--- config.mk ---
export PLATFORM = sky130hd
export DESIGN_NAME = mem_port_arbiter
export DESIGN_NICKNAME = d
export VERILOG_FILES = /design/src/rtl/mem_port_arbiter.sv
export SDC_FILE = /design/constraint.sdc
export NUM_CORES = 1
export LEC_CHECK = 0
export BUFFER_PORTS_ARGS = -buffer_cell sky130_fd_sc_hd__buf_2
export CAP_MARGIN = 30
export CELL_PAD_IN_SITES_DETAIL_PLACEMENT = 1
export CELL_PAD_IN_SITES_GLOBAL_PLACEMENT = 1
export CORE_UTILIZATION = 33
export CTS_CLUSTER_SIZE = 12
export DETAILED_ROUTE_END_ITERATION = 16
export GPL_ROUTABILITY_DRIVEN = 0
export PLACE_DENSITY_LB_ADDON = 0.25
export SLEW_MARGIN = 5
export SYNTH_ARGS = -nofsm -noshare
export SYNTH_HDL_FRONTEND = slang
export SYNTH_SLANG_ARGS = --single-unit
export TNS_END_PERCENT = 10
--- constraint.sdc ---
create_clock -name clk -period 3.3 [get_ports clk]
set_input_delay 0.165 -clock clk [delete_from_list [all_inputs] [get_ports clk]]
set_output_delay 0.165 -clock clk [all_outputs]
set_load 0.02 [all_outputs]
--- src/rtl/mem_port_arbiter.sv ---
// Purpose: arbitrates an instruction-fetch port and a data port onto one memory port, round-robin on conflict.
// Latency: grant on the edge that samples a request in IDLE, ack one cycle after mem_ready is sampled; >= 3 cycles per access.
// Backpressure: requesters hold req until their ack; mem_ready stretches the bus phase; busy stalls the pipeline.
module mem_port_arbiter (
    input  logic        clk,
    input  logic        rst,
    input  logic        i_req,
    input  logic [31:0] i_addr,
    output logic        i_ack,
    output logic [31:0] i_rdata,
    input  logic        d_req,
    input  logic        d_we,
    input  logic [31:0] d_addr,
    input  logic [31:0] d_wdata,
    input  logic [3:0]  d_wstrb,
    output logic        d_ack,
    output logic [31:0] d_rdata,
    output logic        mem_req,
    output logic        mem_we,
    output logic [31:0] mem_addr,
    output logic [31:0] mem_wdata,
    output logic [3:0]  mem_wstrb,
    input  logic        mem_ready,
    input  logic [31:0] mem_rdata,
    output logic        busy
);

    typedef enum logic [1:0] {IDLE, BUS_I, BUS_D, RESP} state_t;

    // last_grant encoding: 0 = fetch side, 1 = data side
    localparam logic GRANT_I = 1'b0;
    localparam logic GRANT_D = 1'b1;

    state_t      state_q, state_d;
    logic        last_grant_q, last_grant_d;
    logic        pick_d;
    logic        i_ack_q, i_ack_d;
    logic        d_ack_q, d_ack_d;
    logic [31:0] i_rdata_q, i_rdata_d;
    logic [31:0] d_rdata_q, d_rdata_d;
    logic        mem_req_q, mem_req_d;
    logic        mem_we_q, mem_we_d;
    logic [31:0] mem_addr_q, mem_addr_d;
    logic [31:0] mem_wdata_q, mem_wdata_d;
    logic [3:0]  mem_wstrb_q, mem_wstrb_d;
    logic        busy_q, busy_d;

    // Next-state and next-output logic; every output is a flop so values here appear one cycle later
    always_comb begin
        state_d      = state_q;
        last_grant_d = last_grant_q;
        pick_d       = 1'b0;
        i_ack_d      = 1'b0;
        d_ack_d      = 1'b0;
        i_rdata_d    = i_rdata_q;
        d_rdata_d    = d_rdata_q;
        mem_req_d    = mem_req_q;
        mem_we_d     = mem_we_q;
        mem_addr_d   = mem_addr_q;
        mem_wdata_d  = mem_wdata_q;
        mem_wstrb_d  = mem_wstrb_q;
        case (state_q)
            IDLE: begin
                // Data side wins when alone, or on conflict when fetch was granted last
                pick_d = d_req && (!i_req || (last_grant_q == GRANT_I));
                if (pick_d) begin
                    state_d      = BUS_D;
                    last_grant_d = GRANT_D;
                    mem_req_d    = 1'b1;
                    mem_we_d     = d_we;
                    mem_addr_d   = d_addr;
                    mem_wdata_d  = d_wdata;
                    mem_wstrb_d  = d_we ? d_wstrb : 4'b0000;
                end else if (i_req) begin
                    state_d      = BUS_I;
                    last_grant_d = GRANT_I;
                    mem_req_d    = 1'b1;
                    mem_we_d     = 1'b0;
                    mem_addr_d   = i_addr;
                    mem_wdata_d  = 32'h0;
                    mem_wstrb_d  = 4'b0000;
                end
            end
            BUS_I: begin
                if (mem_ready) begin
                    state_d   = RESP;
                    mem_req_d = 1'b0;
                    i_ack_d   = 1'b1;
                    i_rdata_d = mem_rdata;
                end
            end
            BUS_D: begin
                if (mem_ready) begin
                    state_d   = RESP;
                    mem_req_d = 1'b0;
                    d_ack_d   = 1'b1;
                    // Writes complete without disturbing the last read value
                    if (!mem_we_q) begin
                        d_rdata_d = mem_rdata;
                    end
                end
            end
            RESP: begin
                state_d = IDLE;
            end
            default: begin
                state_d = IDLE;
            end
        endcase
        busy_d = (state_d != IDLE);
    end

    // State and output registers with synchronous reset; reset abandons any in-flight access
    always_ff @(posedge clk) begin
        if (rst) begin
            state_q      <= IDLE;
            last_grant_q <= GRANT_I;
            i_ack_q      <= 1'b0;
            d_ack_q      <= 1'b0;
            i_rdata_q    <= 32'h0;
            d_rdata_q    <= 32'h0;
            mem_req_q    <= 1'b0;
            mem_we_q     <= 1'b0;
            mem_addr_q   <= 32'h0;
            mem_wdata_q  <= 32'h0;
            mem_wstrb_q  <= 4'b0000;
            busy_q       <= 1'b0;
        end else begin
            state_q      <= state_d;
            last_grant_q <= last_grant_d;
            i_ack_q      <= i_ack_d;
            d_ack_q      <= d_ack_d;
            i_rdata_q    <= i_rdata_d;
            d_rdata_q    <= d_rdata_d;
            mem_req_q    <= mem_req_d;
            mem_we_q     <= mem_we_d;
            mem_addr_q   <= mem_addr_d;
            mem_wdata_q  <= mem_wdata_d;
            mem_wstrb_q  <= mem_wstrb_d;
            busy_q       <= busy_d;
        end
    end

    assign i_ack     = i_ack_q;
    assign d_ack     = d_ack_q;
    assign i_rdata   = i_rdata_q;
    assign d_rdata   = d_rdata_q;
    assign mem_req   = mem_req_q;
    assign mem_we    = mem_we_q;
    assign mem_addr  = mem_addr_q;
    assign mem_wdata = mem_wdata_q;
    assign mem_wstrb = mem_wstrb_q;
    assign busy      = busy_q;

endmodule

==> qor.csv <==
stage;metric;value;unit
finish;layout cells sized above 1;0.323;
routing;DRC;0;
sta;setup TNS;0;ns
sta;Setup violations, final;0;
placement;worst slack, placed;1.45;ns
finish;final core utilization;0.542;
sta;fin worst setup slack;0.995;ns
floorplanning;Core Box Area;15100;sq um
sta;worst slew pin tran;0.851;ns
placement;DP HPWL;12.1;mm
critical_path;largest stage delay on the critical path;0.57;ns
clocking;# clock sinks;140;
synth;Synth area leader;dfxtp_1;
routing;DR vias;5914;
clocking;cts bufs inserted;17;
finish;design area;8210;sq um
floorplanning;Rows;45;
floorplanning;initial core utilization;0.337;
synth;Synth area leaders;dfxtp_1 (55%), nand2_1 (14%), a21oi_1 (6.9%);
critical_path;CP Launch Type;flip-flop;
sta;Worst Skew;0.00561;ns
critical_path;Worst path depth;7;
floorplanning;die area;16000;sq um
floorplanning;Die X-Extent;126;um
placement;placed cell area;6600;sq um
finish;area delta synth->final;60.7;%
finish;Multi-input gate area;2070;sq um
critical_path;CP Capture Type;flip-flop;
finish;ANT cells;0;
clocking;later-pin clock latency in the skew report;0.42;ns
synth;mean post-synth cell area;8.15;sq um
sta;Slew Limit Fails;0;
routing;DR WL/cell;16.7;um
finish;Layout Nets;1118;
critical_path;Arr. time, crit path;2.67;ns
clocking;Max Root-Sink Buffers;2;
clocking;Post-CTS Setup Inserts;0;
critical_path;worst path bufs/invs;3;
synth;synth warn;0;
critical_path;R2R setup slack;0.99;ns
power;P per Cell Area;629;nW/um^2
finish;register area;2800;sq um
routing;Via density;5.03;
sta;RSZ-0062 raised after global routing;no;
sta;final hold vios;0;
worst_hold_path;Worst Hold Depth;3;
clocking;Root Driver;clkbuf_16;
clocking;# resized after CTS;0;
synth;Seq/Total Area, Yosys;0.548;
critical_path;WP data required;3.67;ns
global_route;number of global-route vias before repair;6173;
sta;fmax;434;MHz
sta;period utilization;0.699;
critical_path;kind of cell adding the most delay to the critical path;buffers and inverters;
sta;Period minus WS final;2.31;ns
critical_path;crit path max fanout;54;
global_route;initial antenna violation count;0;
routing;post-route antenna net violation count;0;
routing;Total Wirelength;19.6;mm
global_route;GRT overflow;0;
synth;synthesized net count;770;
finish;# fillers;1877;
floorplanning;I/O pin total;275;
synth;Synth top area share;0.548;
clocking;CTS tree;done;
global_route;global-route wire length before repair;30.8;mm
clocking;Post-CTS Hold Buffers;96;
routing;iteration count of the initial detailed-routing pass;4;
synth;Yosys cell types;23;
global_route;Total GRT Usage;0.246;
job;max-cap violations;0;
critical_path;crit-path cells;inv_1 -> ha_1 -> nor2b_4 -> buf_12 -> o21ai_0 -> a31oi_1 -> dlygate4sd3_1;
run_status;run status;completed;
power;leak pwr;3.84;nW
clocking;H-tree level count;4;
floorplanning;Die Ht;126;um
critical_path;Worst path slowest cell;dlygate4sd3_1;
synth;Cells after Synth;627;
global_route;largest net degree at the start of global routing;62;
clocking;clock-pin slew on the worst setup and hold paths;0.06;ns
worst_hold_path;min-delay worst type;input pin to flip-flop;
placement;I/O Buffers;274;
power;Worst VDD drop;0.368;mV
synth;post-synthesis register bit count;140;
sta;slew margin rel.;0.432;
critical_path;WS Path Type;flip-flop to flip-flop;
routing;Initial DRC Count;301;
critical_path;Reg2Reg Depth;7;
synth;Post-Syn Area;5110;sq um
==> flip-flops by register name, indices dropped and copies added (netlist names), 2 cells and up <==
| signal | flops |
|---|---|
| mem_addr | 32 |
| state_q | 2 |
| i_rdata | 32 |
| d_rdata | 32 |
| mem_wdata | 32 |
| mem_wstrb | 4 |
==> final timing paths <==
kind	startpoint	end
worst max-delay path	state_q[0]	mem_addr[20]
worst min-delay path	d_addr[8]	mem_addr[8]
worst max register to register	state_q[0]	mem_addr[20]
worst min register to register	d_rdata[21]	d_rdata[21]
==> metal layers <==
metal | global-route usage | vias to the layer above | routed length [um]
li1 | - | 2808 | -
met1 | 0.266 | 2811 | 7890
met2 | 0.435 | 247 | 9820
met3 | 0.0721 | 48 | 1240
met4 | 0.123 | 0 | 653
met5 | 0 | - | 0
==> per-stage QoR <==
step / instances / hold slack (ns) / total power (W)
final: 1176 / 0.0110 / 0.00516
after floorplan: 627 / 0.301 / 0.00255
after global placement: 1046 / 0.401 / 0.00286
after detailed placement: 1048 / 0.412 / 0.00292
after CTS: 1176 / 0.000326 / 0.00518
after global routing: 1176 / 0.0118 / 0.00537
==> final cells by class <==
type,instances,area share
Clock inverter,13,0.0259
Inverter,4,0.00183
Multi-Input combinational cell,433,0.252
Clock buffer,19,0.0539
Sequential cell,140,0.341
Tap cell,188,0.0286
Timing Repair Buffer,379,0.297
==> cell families after synthesis <==
group / Yosys count / synth area share
and+or+nand+nor: 252 / 0.189
AOI/OAI and AO/OA: 176 / 0.201
DFF: 140 / 0.548
buffers and inverters: 54 / 0.0495
adders and majority gates: 5 / 0.0122
==> worst reg2reg max path, stage by stage, from the launching register on <==
cell and delay (ns):
dfxtp_1 0.34, inv_1 0.14, ha_1 0.26, nor2b_4 0.34, buf_12 0.26, o21ai_0 0.13
a31oi_1 0.20, dlygate4sd3_1 0.57
==> Yosys cell counts <==
library cell,n
nor2b_1,2
buf_1,2
a31oi_1,32
a32o_1,1
and2_1,2
buf_6,3
nor3b_1,1
buf_4,1
a22oi_1,36
dfxtp_1,140
clkbuf_1,25
buf_2,19
o21ai_0,34
inv_1,4
o22ai_1,2
nand2_1,197
a21oi_1,70
nor2_1,47
or2_2,1
ha_1,5
a21boi_2,1
and3_1,1
nand2b_1,1
==> layout by cell type, fill, tap and decap left out, types with 4 or more instances in the layout <==
| cell | synthesis | final |
|---|---|---|
| a21oi_1 | 70 | 70 |
| nor2_1 | 47 | 46 |
| a22oi_1 | 36 | 36 |
| a31oi_1 | 32 | 32 |
| buf_4 | 1 | 8 |
| buf_2 | 19 | 273 |
| bufinv_16 | 0 | 5 |
| nand2_1 | 197 | 197 |
| ha_1 | 5 | 5 |
| o21ai_0 | 34 | 33 |
| inv_1 | 4 | 4 |
| dfxtp_1 | 140 | 140 |
| dlygate4sd3_1 | 0 | 96 |
| clkbuf_16 | 0 | 17 |
==> power by group <==
part	switching (W)	internal [W]	leakage (nW)	total (W)
Clock	0.000769	0.00137	0.311	0.00214
Sequential	0.0000916	0.00185	1.14	0.00194
Combinational	0.000660	0.000423	2.38	0.00108
(Power assumes the default switching activity.)
